## config.mk

```make
export PLATFORM = sky130hd
export DESIGN_NAME = decode_stage_p
export DESIGN_NICKNAME = d
export VERILOG_FILES = /design/src/rtl/decode_stage_p.sv
export SDC_FILE = /design/constraint.sdc
export NUM_CORES = 2
export LEC_CHECK = 0
export BUFFER_PORTS_ARGS = -buffer_cell sky130_fd_sc_hd__buf_2
export CAP_MARGIN = 20
export CORE_AREA = 10 10 538 645
export DETAILED_ROUTE_END_ITERATION = 16
export DIE_AREA = 0 0 548 655
export PLACE_DENSITY = 0.55
export SETUP_SLACK_MARGIN = 0.4
export SLEW_MARGIN = 20
export SYNTH_ARGS = -nofsm -noshare
export SYNTH_HDL_FRONTEND = slang
export SYNTH_SLANG_ARGS = --single-unit
```

## constraint.sdc

```tcl
create_clock -name clk -period 3.2 [get_ports clk]
set_input_delay 0.16 -clock clk [delete_from_list [all_inputs] [get_ports clk]]
set_output_delay 0.16 -clock clk [all_outputs]
set_load 0.02 [all_outputs]
```

## src/rtl/decode_stage_p.sv

```systemverilog
// Decode stage: IF/ID pipeline register, banked register file with write-through,
// MEM/WB operand forwarding, load-use and branch interlocks, and zero-compare branch resolution.
module decode_stage_p #(
  parameter int unsigned DATA_W    = 32,
  parameter int unsigned REG_AW    = 5,
  parameter int unsigned BANK_W    = 1,
  parameter logic [5:0]  NOP_FUNCT = 6'h15,
  localparam int unsigned RA_W     = BANK_W + REG_AW
) (
  input  logic              clk,
  input  logic              reset,
  input  logic              if_valid,
  output logic              if_ready,
  input  logic [5:0]        if_opcode,
  input  logic [5:0]        if_funct,
  input  logic [REG_AW-1:0] if_rs1,
  input  logic [REG_AW-1:0] if_rs2,
  input  logic [REG_AW-1:0] if_rd,
  input  logic [15:0]       if_imm,
  input  logic [DATA_W-1:0] if_pc4,
  input  logic              flush,
  input  logic [BANK_W-1:0] id_ctl_bank,
  input  logic              id_ctl_use1,
  input  logic              id_ctl_use2,
  input  logic              id_ctl_br,
  input  logic              id_ctl_bne,
  input  logic              ex_valid,
  input  logic              ex_we,
  input  logic              ex_load,
  input  logic [RA_W-1:0]   ex_rd,
  input  logic              mem_we,
  input  logic [RA_W-1:0]   mem_rd,
  input  logic [DATA_W-1:0] mem_data,
  input  logic              wb_we,
  input  logic [RA_W-1:0]   wb_addr,
  input  logic [DATA_W-1:0] wb_data,
  input  logic              ex_ready,
  output logic              id_valid,
  output logic [5:0]        id_opcode,
  output logic [5:0]        id_funct,
  output logic [15:0]       id_imm,
  output logic [DATA_W-1:0] id_pc4,
  output logic [RA_W-1:0]   id_rs1_addr,
  output logic [RA_W-1:0]   id_rs2_addr,
  output logic [DATA_W-1:0] id_rs1_val,
  output logic [DATA_W-1:0] id_rs2_val,
  output logic [REG_AW-1:0] id_rd,
  output logic              br_taken,
  output logic [15:0]       stall_cnt
);

  localparam int unsigned RF_N = 1 << RA_W;

  logic              v_q;
  logic [5:0]        opcode_q;
  logic [5:0]        funct_q;
  logic [REG_AW-1:0] rs1_q;
  logic [REG_AW-1:0] rs2_q;
  logic [REG_AW-1:0] rd_q;
  logic [15:0]       imm_q;
  logic [DATA_W-1:0] pc4_q;
  logic [15:0]       stall_q;
  logic [DATA_W-1:0] rf [RF_N];

  logic hit1;
  logic hit2;
  logic haz;

  // WB forwarding also provides the write-through path for same-cycle reads.
  function automatic logic [DATA_W-1:0] fwd_sel(
    input logic [RA_W-1:0]   a,
    input logic [DATA_W-1:0] stored,
    input logic              m_we,
    input logic [RA_W-1:0]   m_rd,
    input logic [DATA_W-1:0] m_d,
    input logic              w_we,
    input logic [RA_W-1:0]   w_a,
    input logic [DATA_W-1:0] w_d
  );
    if (a == '0)                   return '0;
    else if (m_we && (m_rd == a))  return m_d;
    else if (w_we && (w_a == a))   return w_d;
    else                           return stored;
  endfunction

  always_comb begin
    id_rs1_addr = {id_ctl_bank, rs1_q};
    id_rs2_addr = {id_ctl_bank, rs2_q};
    id_rs1_val  = fwd_sel(id_rs1_addr, rf[id_rs1_addr], mem_we, mem_rd, mem_data,
                          wb_we, wb_addr, wb_data);
    id_rs2_val  = fwd_sel(id_rs2_addr, rf[id_rs2_addr], mem_we, mem_rd, mem_data,
                          wb_we, wb_addr, wb_data);
  end

  always_comb begin
    hit1     = id_ctl_use1 && (id_rs1_addr != '0) && (id_rs1_addr == ex_rd);
    hit2     = id_ctl_use2 && (id_rs2_addr != '0) && (id_rs2_addr == ex_rd);
    haz      = v_q && ex_valid && ex_we && (ex_load || id_ctl_br) && (hit1 || hit2);
    id_valid = v_q && !haz && !flush;
    if_ready = !v_q || (ex_ready && !haz);
    br_taken = id_valid && id_ctl_br && ((id_rs1_val != '0) == id_ctl_bne);
  end

  always_ff @(posedge clk) begin
    if (reset || flush) begin
      v_q      <= 1'b0;
      opcode_q <= '0;
      funct_q  <= NOP_FUNCT;
      rs1_q    <= '0;
      rs2_q    <= '0;
      rd_q     <= '0;
      imm_q    <= '0;
      pc4_q    <= '0;
    end else if (if_ready) begin
      v_q      <= if_valid;
      opcode_q <= if_opcode;
      funct_q  <= if_funct;
      rs1_q    <= if_rs1;
      rs2_q    <= if_rs2;
      rd_q     <= if_rd;
      imm_q    <= if_imm;
      pc4_q    <= if_pc4;
    end
  end

  always_ff @(posedge clk) begin
    if (reset)
      stall_q <= '0;
    else if (haz && (stall_q != '1))
      stall_q <= stall_q + 16'd1;
  end

  always_ff @(posedge clk) begin
    if (wb_we && (wb_addr != '0))
      rf[wb_addr] <= wb_data;
  end

  assign id_opcode = opcode_q;
  assign id_funct  = funct_q;
  assign id_imm    = imm_q;
  assign id_pc4    = pc4_q;
  assign id_rd     = rd_q;
  assign stall_cnt = stall_q;

endmodule
```

==> flow_summary.yaml <==
placed_design:
  place_hpwl_um: 291000
  dp.cells: 10500
  gp_congestion: 0.937
  numPortBuffers: 331
clock_network:
  htreeDepth: 4
  cts.path.max_buffers: 4
  root_buffer: "clkbuf_16"
  numCtsBuffers: 228
  clk_pin_slew_ns: 0.06
  clock-sinks: 2140
  cts_tree: "built"
  clk_latency_ns: 0.93
worst_setup_path:
  start_kind: "flop"
  path_max_fanout: 5
  worstSetupPathType: "reg2out"
  end_kind: "primary output"
  crit_arrival_ns: 5.34
  crit_required_ns: 3.04
outcome:
  outcome: "finished with violations"
  failed_checks: "setup timing"
floorplanning:
  rows: 233
  die-area_um2: 359000
  start_util: 0.298
  core_um2: 334000
  die_w_um: 548
  die_y_um: 655
  ioPinCount: 332
pwr:
  power-per-cell-area_nw_per_um2: 495
  ir_worst_vdd_uv: 432
  p_clk_frac: 0.395
  leakage_nw: 41.9
  p_comb_frac: 0.125
  seq_power_share: 0.479
  cell_internal_pwr_mw: 48.8
  netSwitchingPower_mw: 16.0
  p_sw_frac: 0.247
min_path:
  hp-class: "in2reg"
drt:
  drtAntennaViolNets: 0
  drc: 0
  wl_met2_um: 204000
  wl_met1_um: 159000
  vias_per_cell: 5.95
  wl_met3_um: 49700
  drt_iter0_drc: 10000
  first_pass_iters: 8
  vias: 67300
  highest-signal-layer: "met5"
  wl_per_cell_um: 39.4
  wl_um: 446000
timing:
  timing.final.ws_setup_ns: -2.30
  fin_crit_sh: 1.72
  fin_crit_ns: 5.50
  relSlewSlack: 0.373
  report.final.slew_viol_count: 0
  final.setup_skew_ns: 0.0645
  final.setup.tns_ns: -93.99
  rsz0062_at_grt: "yes"
  tightestPinTransition_ns: 0.939
  setup_viol_count_final: 159
  hold_violations: 0
  fmax_mhz: 182
final_layout:
  final_cell_mix: "edfxtp_1, mux4_2, buf_4"
  layoutNonFillerInstCount: 11300
  final_common_cell: "edfxtp_1"
  syn_to_final_growth_pct: 31.2
  drive_gt1_frac: 0.491
  nets: 6832
synthesis:
  syn_avg_cell_area_um2: 19.3
  postSynthCellCount: 5157
  async_flop_share: 0
  netlist_area_um2: 99800
  synthFlopType: "edfxtp_1"
  synth-edff-count: 2048
  ys_ff_latch: 2140
  seq_area_frac_synth: 0.635
  yosysUniqueCellTypes: 74
  yosys_warnings: 0
global_routing:
  grt_overflow: 0
  grt_usage: 0.238
  grt_max_degree: 66
  grt_pass1_vias: 67200
  grt_first_pass_wirelength_um: 591000
  antenna_found_initial: 26
flow_run:
  maxCapViolCount: 0
-- sequential cells by signal (all words and copies together), names as in the netlist --
name / flops
id_opcode: 6
id_rd: 5
id_funct: 6
rf: 2048
id_imm: 16
id_pc4: 32
rs2_q: 5
rs1_q: 5
v_q: 1
stall_cnt: 16
-- cell type report --
class,count,area (um^2)
well taps,4465,5590
repair buffers,1655,17800
fillers,30200,204000
flip-flops and latches,2140,63400
multi-input cells,2623,37000
clock inverters,129,985
inverters,11,56.3
clock buffers,284,6050
diodes,9,22.5
-- metrics by stage --
step | utilization | hold WS (ns) | power [mW] | area, um^2 | setup slack [ns]
floorplan | - | 0.259 | 34.8 | 101000 | -0.378
global placement | 0.345 | 0.377 | 38.3 | 115000 | -2.01
detailed placement | 0.345 | 0.384 | 38.3 | 115000 | -2.03
CTS | 0.381 | 0.00386 | 64.5 | 128000 | -2.24
global route | 0.391 | 0.0525 | 66.4 | 131000 | -2.31
finish | 0.391 | 0.0198 | 64.8 | 131000 | -2.30
-- repair_timing --
action,CTS,global route
endpoints found under the hold margin,936,0
hold buffers,110,0
resized for setup,516,403
cloned,27,12
buffers inserted,122,147
endpoints found under the setup margin,159,159
pin swaps,31,109
-- Yosys cell counts (all sizes together), types with 11 or more instances --
| master | instances | area [um^2] |
|---|---|---|
| a21oi | 167 | 836 |
| xnor2 | 25 | 219 |
| nand3b | 11 | 82.6 |
| o211ai | 14 | 105 |
| a221oi | 35 | 307 |
| mux2 | 12 | 135 |
| o221ai | 50 | 438 |
| a22oi | 40 | 300 |
| nor2b | 16 | 100 |
| nand4 | 20 | 125 |
| mux2i | 261 | 2610 |
| o21ai | 47 | 235 |
| nand3 | 38 | 190 |
| mux4 | 1100 | 24800 |
| xor2 | 23 | 201 |
| clkbuf | 209 | 785 |
| and2 | 12 | 75.1 |
| inv | 11 | 41.3 |
| or3 | 14 | 87.6 |
| o22ai | 40 | 250 |
| a31oi | 18 | 119 |
| buf | 205 | 1190 |
| nor2 | 205 | 769 |
| a211oi | 21 | 158 |
| edfxtp | 2048 | 61500 |
| dfxtp | 92 | 1840 |
| a22o | 12 | 105 |
| nor4 | 11 | 75.1 |
| nor3 | 13 | 70.1 |
| nand2 | 261 | 980 |
| and3 | 14 | 87.6 |
-- metal layers --
| layer | vias up | GRT usage |
|---|---|---|
| li1 | 25300 | - |
| met1 | 35900 | 0.296 |
| met2 | 4942 | 0.377 |
| met3 | 1175 | 0.0602 |
| met4 | 14 | 0.142 |
| met5 | - | 0 |
-- logic make-up after synthesis --
logic type / Yosys count / share of synthesized area
xor+xnor: 48 / 0.00421
mux: 1373 / 0.276
compound gates: 521 / 0.0358
buf+inv: 425 / 0.0202
simple gates: 648 / 0.0290
other cells: 1 / 0.0000376
fa+ha+maj: 1 / 0.000125
flops: 2140 / 0.635
-- critical path, stage by stage, from the launching register on --
cell and delay (ns):
dfxtp_4 0.42, buf_12 0.20, buf_12 0.12, buf_6 0.09, buf_12 0.12, mux4_2 0.50, o22ai_1 0.32, o21ai_0 0.18
o2111ai_1 0.20, a31oi_1 0.15, buf_4 0.19, nor2_1 0.09, nand4b_1 0.30, or4_4 0.53, buf_6 0.16, nor3_4 0.31
buf_6 0.16, mux2i_2 0.20, buf_4 0.17
-- final timing paths --
kind | to | cells past startpoint | slack (ns) | from
hold reg to reg | id_imm[10] | 2 | 0.45 | id_imm[10]
setup / recovery | br_taken | 18 | -2.30 | rs1_q[0]
setup reg to reg | stall_cnt[15] | 22 | -0.60 | rs1_q[1]
hold / removal | rf[30][8] | 2 | 0.02 | wb_data[8]
-- power by group through the flow --
stage	logic, mW	clock network, mW	registers (mW)
final	8.12	25.6	31.1
after global routing	8.34	27.0	31.1
after CTS	7.52	25.9	31.1
after detailed placement	6.66	0	31.7
after global placement	6.64	0	31.6
after floorplan	3.12	0	31.6
(Power assumes the default switching activity.)
